$ cat src/rtl/aibcr3_dll_pkg.sv
// Shared widths, state/direction encodings and gray-code helpers for the DLL delay-code controller.
package aibcr3_dll_pkg;

  localparam int CODE_W = 10;
  localparam int CRS_W  = 7;
  localparam int FIN_W  = 3;

  typedef enum logic [1:0] {IDLE, SEARCH, TRACK, OVRD} dll_state_t;
  typedef enum logic [1:0] {DIR_NONE, DIR_UP, DIR_DN} dll_dir_t;

  function automatic logic [CRS_W-1:0] bin2gray(input logic [CRS_W-1:0] b);
    return b ^ (b >> 1);
  endfunction

  // Packs {gray(coarse), gray(fine)}; fine is zero-extended so its gray is the low bits.
  function automatic logic [CODE_W-1:0] code_gray(input logic [CODE_W-1:0] c);
    return {bin2gray(c[CODE_W-1:FIN_W]), FIN_W'(bin2gray(CRS_W'(c[FIN_W-1:0])))};
  endfunction

endpackage

$ cat src/rtl/aibcr3_dll_step_timer.sv
// Loadable down-counter: sample pulses SETTLE_CYC cycles after the load edge.
module aibcr3_dll_step_timer #(
  parameter int SETTLE_CYC = 8
) (
  input  logic CK,
  input  logic RST,
  input  logic load,
  output logic sample
);

  logic [7:0] cnt;

  always_ff @(posedge CK or posedge RST) begin
    if (RST)
      cnt <= 8'd0;
    else if (load)
      cnt <= 8'(SETTLE_CYC);
    else if (cnt != 8'd0)
      cnt <= cnt - 8'd1;
  end

  assign sample = (cnt == 8'd1);

endmodule

$ cat src/rtl/aibcr3_dll_code_ctrl.sv
// DLL delay-code controller: successive-approximation search, then +/-1 tracking with lock.
// Optional override port pair enabled by defining AIBCR3_DLL_CODE_OVRD_EN.
module aibcr3_dll_code_ctrl
  import aibcr3_dll_pkg::*;
#(
  parameter int SETTLE_CYC = 8,
  parameter int LOCK_CNT   = 4
) (
  input  logic              CK,
  input  logic              RST,
  input  logic              dll_en,
  input  logic              pd_up,
  input  logic              pd_dn,
`ifdef AIBCR3_DLL_CODE_OVRD_EN
  input  logic              ovrd_en,
  input  logic [CODE_W-1:0] ovrd_code,
`endif
  output logic [CRS_W-1:0]  sm_grey,
  output logic [FIN_W-1:0]  sm_igray,
  output logic              code_valid,
  output logic              dll_busy,
  output logic              dll_lock
);

  dll_state_t        state;
  dll_dir_t          last_dir;
  dll_dir_t          move;
  logic [CODE_W-1:0] code;
  logic [CODE_W-1:0] trial_code;
  logic [CODE_W-1:0] step_code;
  logic [3:0]        bit_idx;
  logic [3:0]        trial_idx;
  logic [3:0]        rev_cnt;
  logic [3:0]        rev_inc;
  logic              launch;
  logic              sample;
  logic              timer_load;

  // A step starts on the enabling edge out of IDLE and on every edge after a sample.
  always_comb begin
    timer_load = dll_en && ((state == IDLE) ||
                            (((state == SEARCH) || (state == TRACK)) && launch));
`ifdef AIBCR3_DLL_CODE_OVRD_EN
    if (ovrd_en)
      timer_load = 1'b0;
`endif
  end

  aibcr3_dll_step_timer #(.SETTLE_CYC(SETTLE_CYC)) u_timer (
    .CK     (CK),
    .RST    (RST),
    .load   (timer_load),
    .sample (sample)
  );

  always_comb begin
    trial_idx  = bit_idx - 4'd1;
    trial_code = code | (CODE_W'(1) << trial_idx);
    move       = DIR_NONE;
    step_code  = code;
    if (pd_up && !pd_dn && (code != '1)) begin
      move      = DIR_UP;
      step_code = code + CODE_W'(1);
    end else if (pd_dn && !pd_up && (code != '0)) begin
      move      = DIR_DN;
      step_code = code - CODE_W'(1);
    end
    rev_inc = (rev_cnt >= 4'(LOCK_CNT)) ? rev_cnt : rev_cnt + 4'd1;
  end

  always_ff @(posedge CK or posedge RST) begin
    if (RST) begin
      state      <= IDLE;
      last_dir   <= DIR_NONE;
      code       <= '0;
      bit_idx    <= 4'd0;
      rev_cnt    <= 4'd0;
      launch     <= 1'b0;
      sm_grey    <= '0;
      sm_igray   <= '0;
      code_valid <= 1'b0;
      dll_busy   <= 1'b0;
      dll_lock   <= 1'b0;
    end else begin
      code_valid <= 1'b0;
`ifdef AIBCR3_DLL_CODE_OVRD_EN
      if (ovrd_en) begin
        state    <= OVRD;
        dll_busy <= 1'b0;
        dll_lock <= 1'b0;
        launch   <= 1'b0;
        if ((state != OVRD) || (ovrd_code != code)) begin
          code                <= ovrd_code;
          {sm_grey, sm_igray} <= code_gray(ovrd_code);
          code_valid          <= 1'b1;
        end
      end else
`endif
      if (!dll_en) begin
        state    <= IDLE;
        dll_busy <= 1'b0;
        dll_lock <= 1'b0;
        launch   <= 1'b0;
      end else begin
        case (state)
          IDLE: begin
            state               <= SEARCH;
            code                <= CODE_W'(1) << (CODE_W - 1);
            bit_idx             <= 4'(CODE_W - 1);
            {sm_grey, sm_igray} <= code_gray(CODE_W'(1) << (CODE_W - 1));
            code_valid          <= 1'b1;
            dll_busy            <= 1'b1;
            dll_lock            <= 1'b0;
            rev_cnt             <= 4'd0;
            last_dir            <= DIR_NONE;
            launch              <= 1'b0;
          end
          SEARCH: begin
            if (launch) begin
              launch              <= 1'b0;
              bit_idx             <= trial_idx;
              code                <= trial_code;
              {sm_grey, sm_igray} <= code_gray(trial_code);
              code_valid          <= 1'b1;
            end else if (sample) begin
              launch <= 1'b1;
              if (!pd_up)
                code[bit_idx] <= 1'b0;
              if (bit_idx == 4'd0) begin
                state    <= TRACK;
                dll_busy <= 1'b0;
              end
            end
          end
          TRACK: begin
            // Strobe only when the code differs from what downstream already holds.
            if (launch) begin
              launch <= 1'b0;
              if (code_gray(code) != {sm_grey, sm_igray}) begin
                {sm_grey, sm_igray} <= code_gray(code);
                code_valid          <= 1'b1;
              end
            end else if (sample) begin
              launch <= 1'b1;
              if (move != DIR_NONE) begin
                code     <= step_code;
                last_dir <= move;
                if ((last_dir != DIR_NONE) && (move != last_dir)) begin
                  rev_cnt <= rev_inc;
                  if (rev_inc >= 4'(LOCK_CNT))
                    dll_lock <= 1'b1;
                end else if (move == last_dir) begin
                  rev_cnt  <= 4'd0;
                  dll_lock <= 1'b0;
                end
              end
            end
          end
          default: begin
            state    <= IDLE;
            dll_busy <= 1'b0;
            dll_lock <= 1'b0;
            launch   <= 1'b0;
          end
        endcase
      end
    end
  end

endmodule

$ cat config.mk
export PLATFORM = sky130hd
export DESIGN_NAME = aibcr3_dll_code_ctrl
export DESIGN_NICKNAME = d
export VERILOG_FILES = /design/src/rtl/aibcr3_dll_pkg.sv /design/src/rtl/aibcr3_dll_step_timer.sv /design/src/rtl/aibcr3_dll_code_ctrl.sv
export SDC_FILE = /design/constraint.sdc
export NUM_CORES = 1
export LEC_CHECK = 0
export CELL_PAD_IN_SITES_DETAIL_PLACEMENT = 2
export CELL_PAD_IN_SITES_GLOBAL_PLACEMENT = 2
export CORE_MARGIN = 10
export CORE_UTILIZATION = 30
export DETAILED_ROUTE_END_ITERATION = 16
export PLACE_DENSITY_LB_ADDON = 0.08
export SLEW_MARGIN = 0
export SYNTH_ARGS = -nofsm -noshare
export SYNTH_HDL_FRONTEND = slang
export SYNTH_SLANG_ARGS = --single-unit
$ cat constraint.sdc
create_clock -name CK -period 3.6 [get_ports CK]
set_clock_uncertainty 0.2 [all_clocks]
set_input_delay 0.54 -clock CK [delete_from_list [all_inputs] [get_ports CK]]
set_output_delay 0.54 -clock CK [all_outputs]
set_load 0.005 [all_outputs]
== After elaboration in Yosys (flattened, before gate mapping) ==
Index checks and enable logic that the tools add are counted.
Operators by class
  $add $sub $neg: 5
  $lt $le $gt $ge: 4
  equal/unequal tests: 27
  shift operators: 1
  muxes and demuxes: 63
  bitwise gates (word level): 7
  reduce and logical (&&, ||, !) cells: 30
Operators with widths (count)
  two-way mux 10 bit: 8
  one-hot mux 10 bit (3 select lines): 1
  two-way mux 4 bit: 7
  two-way mux 7 bit: 3
  one-hot mux 7 bit (3 select lines): 1
  two-way mux 1 bit: 20
  two-way mux 2 bit: 9
  != test 3 bit, second input constant: 6
  two-way mux 8 bit: 2
  one-hot mux 4 bit (2 select lines): 2
  XOR 7 x 6 -> 7 bit: 2
  != test 2 bit, second input constant: 6
  AND reduction 6 bit: 2
  adder 10 x 1 -> 10 bit, second input constant: 1
  bitwise AND 10 bit: 1
  != test 10 bit: 1
  != test 10 bit, second input constant: 1
  inverter 10 bit: 1
  bitwise OR 10 bit: 1
  AND reduction 5 bit: 2
  nonzero test 10 bit: 1
  nonzero test 2 bit: 5
  left shift 1 x 4 -> 10 bit, first input constant: 1
  subtractor 10 x 1 -> 10 bit, second input constant: 1
  other kinds (35): 52
Storage, ports and cells
  flip-flop bits (word level): 44
  input bits: 5
  output and inout port bits: 13
  logic and storage cells: 149

== Depth between registers and ports, before layout ==
Gate-level depths: netlist of run 1.
  word-level depth: 13
  mapped depth: 10
  mapped depth without buffers: 10

== Modules after synthesis ==
A second synthesis of run 1 with hierarchy kept.
Second synthesis, totals
  cell total of the unflattened synthesis: 454
  area, all modules: 3822.4 µm²
Modules (own cells, without submodules)
  aibcr3_dll_code_ctrl: instances 1, cells each 402, area an instance 3321.9 µm², seq. area each 900.9 µm²
  aibcr3_dll_step_timer: instances 1, cells each 52, area an instance 500.5 µm², seq. area each 200.2 µm²

== Worst setup path after synthesis of run 1 ==
OpenSTA, ideal clock, no wires.
  path kind: flip-flop to flip-flop
  start point: reg code[4]
  end point: reg code[8]
  setup time: 128 ps
  arrival time: 2727 ps
  required time: 3272 ps
  slack: 545 ps
  stages on the path, launching flop included: 11
  path buffers: 0
  period minus slack after synthesis: 3055 ps
  path through: dfrtp_1 ha_1 nand4_1 o211ai_2 ha_1 a211o_1 a2111oi_0 nor3_1 xor2_1 a21boi_0 o31ai_1
On the way
  longest elaborated chain between the ends: 7
  elaborated cells on any way between the ends: 18
  those cells by class: add/sub (2); eq/ne (3); mux (8); reduce/logical (5)
Ends and longest elaborated chain
  from (decl): RTL line aibcr3_dll_code_ctrl.sv:28  | logic [CODE_W-1:0] code;
  from (signal assigned): RTL line aibcr3_dll_code_ctrl.sv:108  | code <= CODE_W'(1) << (CODE_W - 1);
  from (signal assigned): RTL line aibcr3_dll_code_ctrl.sv:122  | code <= trial_code;
  from (signal assigned): RTL line aibcr3_dll_code_ctrl.sv:146  | code <= step_code;
  subtractor 10 x 1 -> 10 bit, or another cell as far along: RTL line aibcr3_dll_code_ctrl.sv:66  | step_code = code - CODE_W'(1);
  two-way mux 10 bit, or another cell as far along: RTL line aibcr3_dll_code_ctrl.sv:64  | end else if (pd_dn && !pd_up && (code != '0)) begin
  two-way mux 10 bit or two-way mux 2 bit (tied branches): RTL line aibcr3_dll_code_ctrl.sv:61, aibcr3_dll_code_ctrl.sv:64
  two-way mux 10 bit or two-way mux 2 bit (tied branches): RTL line aibcr3_dll_code_ctrl.sv:145, aibcr3_dll_code_ctrl.sv:61
  two-way mux 10 bit or nonzero test 2 bit (tied branches): RTL line aibcr3_dll_code_ctrl.sv:143, aibcr3_dll_code_ctrl.sv:145
  two-way mux 10 bit or != test 2 x 1 -> 1 bit (tied branches)
  one-hot mux 10 bit (3 select lines) or AND reduction 8 bit (tied branches)
Parallel ways exist; a longest one is shown, timed or not. The select of a mux whose other input is x is not followed.
A chain may end at the register's enable or synchronous reset.

== Worst setup path after layout of run 1 ==
  start point: reg code[4]
  end point: reg code[9]
The elaborated chain is that of the path after synthesis.

==> results of run 1 <==
## worst max-delay path: cells and delay by family (launching register included)
family	cells	cell delay (ns)
compound gates	6	1.31
simple gates	2	0.61
fa+ha+maj	2	0.59
flops	1	0.37
## flip-flops by register name, summed over array words and instances (netlist names)
signal,flops
code,10
code_valid,1
last_dir,2
sm_grey,7
rev_cnt,4
u_timer.cnt,8
bit_idx,4
launch,1
sm_igray,3
dll_busy,1
state,2
dll_lock,1
## worst max-delay path by stage
stage | to | slack (ns) | cells after the start
detailed placement | code[8] | 0.21 | 9
CTS | code[8] | 0.39 | 10
floorplan | code[8] | 0.54 | 10
finish | code[9] | 0.44 | 10
global placement | code[8] | 0.24 | 9
global route | code[8] | 0.16 | 10
## kinds of logic (layout without fill, tap and decap cells)
logic type               after synthesis  count (layout)  synth area share (%)
XOR/XNOR                              27              27                  6.21
buffers and inverters                 50              83                  5.46
AND/OR/NAND/NOR                      129             129                  17.7
AO/OA/AOI/OAI                        131             131                  25.3
multiplexers                          19              19                  5.36
flip-flops                            44              44                  28.9
adder cells (fa/ha/maj)               33              33                  11.0
## per-layer routing
| metal | share of wire (%) | up-vias |
|---|---|---|
| met5 | 0 | - |
| met4 | 1.3 | 0 |
| met3 | 2.6 | 10 |
| met2 | 50 | 33 |
| met1 | 46 | 1813 |
| li1 | - | 1659 |
## cells in the final DEF (no fill, tap or decap), types with 4 or more instances in the layout
cell             instances
clkdlybuf4s50_1         17
o2bb2ai_1                5
a21o_1                   6
clkbuf_16                5
nand3_1                 14
buf_4                   29
o22ai_1                  7
inv_1                   26
o21ai_0                 23
a31oi_1                  4
xnor2_1                 13
mux2_2                  11
a22o_1                   4
a21boi_0                 6
nor3_1                  11
nand4_1                  5
xor2_1                  14
nand2_1                 32
nand3b_1                 4
mux2i_1                  8
dfrtp_1                 44
ha_1                    32
nor4_1                   5
nor2b_1                  4
a21oi_1                 33
nor2_1                  31
## power by group through the flow
stage	Combinational, uW	Sequential [uW]	Clock, uW
after global routing	657	639	530
after detailed placement	589	637	0
after CTS	594	627	508
after global placement	570	632	0
final	585	626	486
after floorplan	382	626	0
## per-stage QoR
step | total power (uW) | instance area [um^2] | utilization [%]
finish | 1700 | 4460 | 35.6
global route | 1830 | 4460 | 35.6
CTS | 1730 | 4460 | 35.6
detailed placement | 1230 | 4310 | 34.4
global placement | 1200 | 4310 | 34.4
floorplan | 1010 | 3810 | -
## final cells by class
type | count | area [um^2] | share of cell area, %
repair buffers | 46 | 388 | 8.70
well taps | 172 | 215 | 4.83
multi-input cells | 339 | 2500 | 56.0
inverters | 29 | 109 | 2.44
flip-flops and latches | 44 | 1100 | 24.7
clock buffers | 6 | 139 | 3.11
clock inverters | 2 | 10.0 | 0.224
==> out/results.tsv, run 1 <==
metric	value	unit
syn nets	471	
io pins	18	
Worst Path Arrival	3.17	ns
worst skew pair latency	0.31	ns
post-route setup slack	0.440	ns
M2 GR Usage	27.8	%
vias in the first global route	3771	
Worst Setup Start Kind	flip-flop	
Crit. End Element	flip-flop	
H-tree depth	2	
most frequent cells after synthesis	dfrtp_1, a21oi_1, ha_1, nand2_1, nor2_1	
dpl cells	630	
worst flop-to-flop path startpoint	code[4]	
clock sink total	44	
library cells used by synthesis	71	
CTS tree	built	
Area Growth Syn to Fin	17.2	%
cell row count	41	
Inserted Diodes	0	
# DRC	0	
max_slew headroom	17.5	%
met3 usage	2.84	%
P_sw	621	uW
vias per std cell	5.51	
largest net degree at the start of global routing	45	
Global Route Usage Sum	16.4	%
Switching Fraction	36.6	%
WP data required	3.61	ns
#FFs+latches synth	44	
Post-Syn Instances	433	
cell with the most instances after synthesis	dfrtp_1	
reg-to-reg critical path endpoint	code[9]	
max-cap viol count	0	
critical path type	flip-flop to flip-flop	
Starting Density	30.4	%
first-pass GRT wire length	22.9	mm
DRT Wirelength	14.0	mm
Setup WS pre-CTS	0.211	ns
Final Cycle Share	87.8	%
detailed-router iteration count before antenna repair	5	
min-delay src	dll_busy	
critical path cell sequence	ha_1 > nand4_1 > o211ai_2 > ha_1 > a21oi_1 > o21bai_1 > a21oi_1 > a21oi_1 > or3b_2 > o221ai_1	
met1 Track Usage GR	21.1	%
drt wl/cell	22.0	um
die span in x	133	um
number of synthesized flops with an enable pin	0	
R2R Setup Slk	0.44	ns
Vias	3515	
clock root buffer	clkbuf_16	
pins over their slew limit	0	
Die Span Y	133	um
core area	12500	um^2
Power Density	381	nW/um^2
source of the critical timing path	code[4]	
Die Footprint	17600	um^2
part of the power in registers	36.9	%
min-delay worst type	flip-flop to flip-flop	
fill cell count	1436	
LEAKAGE	0.00191	uW
Resize count post-CTS	0	
WHS	0.330	ns
Synth area leaders	dfrtp_1, ha_1, a21oi_1, mux2_2, xor2_1	
RSZ-0062 raised after global routing	false	
worst slew pin tran	1.22	ns
endpoints failing setup	0	
initial antenna violation count	0	
Comb power frac	34.5	%
GRT Residual Overflow	0	
hold bufs inserted after CTS	0	
Internal	1080	uW
Fin. Hold Viols	0	
hold path depth	2	
post-route antenna net violation count	0	
Final HPWL DP	10.8	mm
Clk network pwr share	28.6	%
clock buffer depth	2	
predominant post-synthesis flop cell	dfrtp_1	
Seq/Total Area, Yosys	28.9	%
Post-synth ARST share	100	%
Max FO, Critical Path	10	
Nets	503	
GRT Max-Usage Layer	met2	
Port Buffers	17	
R2R cell count	10	
layout cells sized above 1	14.6	%
Num CTS Buffers	5	
VDD IR-drop max	203	uV
DRT iter0 DRCs	182	
post-synth top area share	28.9	%
leading area contributor after synthesis	dfrtp_1	
outcome	completed	
Post-Syn Area	3810	um^2
Post-CTS Setup Repair Bufs	0	
Worst path most repeated cell	a21oi_1	
Tmin final	3.16	ns
Critical Path Max Stage Delay	0.49	ns
Finished Layout Cells	638	
Critical Path Slowest Stage Cell	o211ai_2	
synth warn	0	
end of the worst hold path	dll_busy	
Setup TNS	0	ns
achievable frequency	0.316	GHz
routability cong.	0.855	
clock-pin slew on the worst setup and hold paths	0.06	ns
Mapped Avg Cell Area	8.79	um^2
Power figures use the tool's default switching activity.
==> inputs of run 2 (changes only) <==
- SLEW_MARGIN: 0 -> not set
==> results of run 2 <==
Same layout as run 1: the final DEF is identical, and so are final timing and power.
==> inputs of run 3 (changes only) <==
- CORE_ASPECT_RATIO: not set -> 0.6
==> run 3 against run 2 <==
  * Via count about the same
  * Global-route usage barely moved
  * Clock-buffer cell count did not move
  * Critical endpoint is now sm_igray[0]
  * Highest routed layer unchanged
==> out/results.tsv, run 3 (synthesis gave the netlist of run 1 again) <==
metric	value	unit	change
Inserted Diodes	0		unchanged
Resize count post-CTS	0		unchanged
Design Power	1790	uW	was 1700 uW
endpoints failing setup	0		unchanged
Global Route Usage Sum	16.4	%	about the same
Max FO, Critical Path	17		was 10
WP data required	3.58	ns	was 3.61 ns
Final Cycle Share	89.8	%	was 87.8%
cell row count	31		was 41
Critical Path Max Stage Delay	0.59	ns	was 0.49 ns
core area	12200	um^2	was 12500 um^2
clock buffer depth	2		unchanged
max_slew headroom	32.6	%	was 17.5%
DRT iter0 DRCs	211		was 182
R2R Setup Slk	0.37	ns	was 0.44 ns
clock root buffer	clkbuf_16		unchanged
drt wl/cell	22.9	um	was 22.0 um
Setup TNS	0	ns	unchanged
Worst Setup Start Kind	flip-flop		unchanged
critical path cell sequence	inv_1 > ha_1 > nand3b_1 > o41ai_4 > a21boi_0 > o311ai_0 > a21oi_1 > mux2_2		was ha_1 > nand4_1 > o211ai_2 > ha_1 > a21oi_1 > o21bai_1 > a21oi_1 > a21oi_1 > or3b_2 > o221ai_1
min-delay worst type	flip-flop to flip-flop		unchanged
detailed-router iteration count before antenna repair	5		unchanged
worst skew pair latency	0.29	ns	was 0.31 ns
Final HPWL DP	11.1	mm	was 10.8 mm
achievable frequency	0.309	GHz	was 0.316 GHz
VDD IR-drop max	191	uV	was 203 uV
Starting Density	31.2	%	was 30.4%
Critical path buffers and inverters	1		was 0
Fin. Hold Viols	0		unchanged
layout cells sized above 1	13.7	%	was 14.6%
Die Footprint	17700	um^2	was 17600 um^2
Port Buffers	17		unchanged
die span in x	165	um	was 133 um
CTS tree	built		unchanged
pins over their slew limit	0		unchanged
vias in the first global route	3671		was 3771
RSZ-0062 raised after global routing	false		unchanged
commonest non-fill, non-tap cell in the layout	dfrtp_1		unchanged
Largest register FFs	10		unchanged
most frequent cells in the layout	dfrtp_1, a21oi_1, nand2_1, ha_1, nor2_1		unchanged
critical path type	flip-flop to flip-flop		unchanged
biggest regs	code: 10 flops, u_timer.cnt: 8 flops, sm_grey: 7 flops		unchanged
Nets	498		was 503
Power Density	403	nW/um^2	was 381 nW/um^2
# DRC	0		unchanged
DP Area	4260	um^2	was 4310 um^2
H-tree depth	2		unchanged
vias per std cell	5.62		was 5.51
Top delay family on crit path	compound AO/OA/AOI/OAI gates		unchanged
Die Span Y	107	um	was 133 um
Worst Path Arrival	3.21	ns	was 3.17 ns
Area Growth Syn to Fin	16.7	%	was 17.2%
cell area after layout	4440	um^2	was 4460 um^2
Largest Register	code		unchanged
largest net degree at the start of global routing	45		unchanged
Tmin final	3.23	ns	was 3.16 ns
Vias	3518		was 3515
post-route antenna net violation count	0		unchanged
initial antenna violation count	0		unchanged
Num CTS Buffers	5		unchanged
worst slew pin tran	1.01	ns	was 1.22 ns
GRT Residual Overflow	0		unchanged
max-cap viol count	0		unchanged
routability cong.	0.834		was 0.855
Post-CTS Setup Repair Bufs	0		unchanged
DRT Wirelength	14.4	mm	was 14.0 mm
Critical Path Slowest Stage Cell	dfrtp_1		was o211ai_2
fill cell count	1366		was 1436
io pins	18		unchanged
LEAKAGE	0.00189	uW	was 0.00191 uW
Crit. End Element	flip-flop		unchanged
Multi-input gate area	2500	um^2	unchanged
outcome	completed		unchanged
clock sink total	44		unchanged
flip-flop and latch area	1100	um^2	unchanged
hold bufs inserted after CTS	0		unchanged
clock-pin slew on the worst setup and hold paths	0.07	ns	was 0.06 ns
first-pass GRT wire length	22.6	mm	was 22.9 mm
==> run 3: changes by cell type in the layout (fill, tap and decap cells not counted), sizes merged <==
| cell | delta |
|---|---|
| bufinv | +1 |
| buf | -5 |
| clkinv | -1 |
==> run 3: where the power goes <==
group          leakage, uW  total, uW  internal (uW)  switching (uW)
clock network    0.0000871        572            349             223
registers         0.000579        633            557            76.4
logic              0.00123        585            239             346
total              0.00189       1790           1140             646
==> run 3: routing by layer <==
metal | routed length (um) | track usage (%)
met1 | 7860 | 26.2
met2 | 5600 | 21.7
met3 | 801 | 3.48
met4 | 88 | 2.37
met5 | 0 | 0
==> run 3: layout make-up <==
| type | instances | area share (%) |
|---|---|---|
| Sequential cell | 44 | 24.8 |
| Timing Repair Buffer | 41 | 7.89 |
| Clock buffer | 6 | 3.13 |
| Clock inverter | 2 | 0.873 |
| Multi-Input combinational cell | 339 | 56.2 |
| Tap cell | 165 | 4.65 |
| Inverter | 29 | 2.45 |
==> run 3: worst paths after layout <==
| path | startpoint | end | cells after the start |
|---|---|---|---|
| min in group asynchronous | RST | sm_grey[5] | 2 |
| min | rev_cnt[2] | rev_cnt[2] | 2 |
| max | bit_idx[0] | sm_igray[0] | 8 |
| max in group asynchronous | RST | bit_idx[1] | 2 |
| min reg2reg | rev_cnt[2] | rev_cnt[2] | 2 |
| max reg2reg | bit_idx[0] | sm_igray[0] | 8 |
==> run 3: per-stage QoR <==
step	hold slack, ns	instances	utilization (%)	setup WS [ns]
2_1_floorplan	0.283	433	-	0.545
3_3_place_gp	0.308	618	34.9	0.256
3_5_place_dp	0.329	618	34.9	0.171
4_1_cts	0.344	626	36.4	0.362
5_1_grt	0.356	626	36.4	0.0613
6_report	0.336	626	36.4	0.367
==> run 3: worst reg2reg max path, cell delays in order, from the launching register on <==
cell and delay [ns]:
dfrtp_1 0.59, inv_1 0.17, ha_1 0.50, nand3b_1 0.37, o41ai_4 0.14, a21boi_0 0.16, o311ai_0 0.55, a21oi_1 0.17
mux2_2 0.28
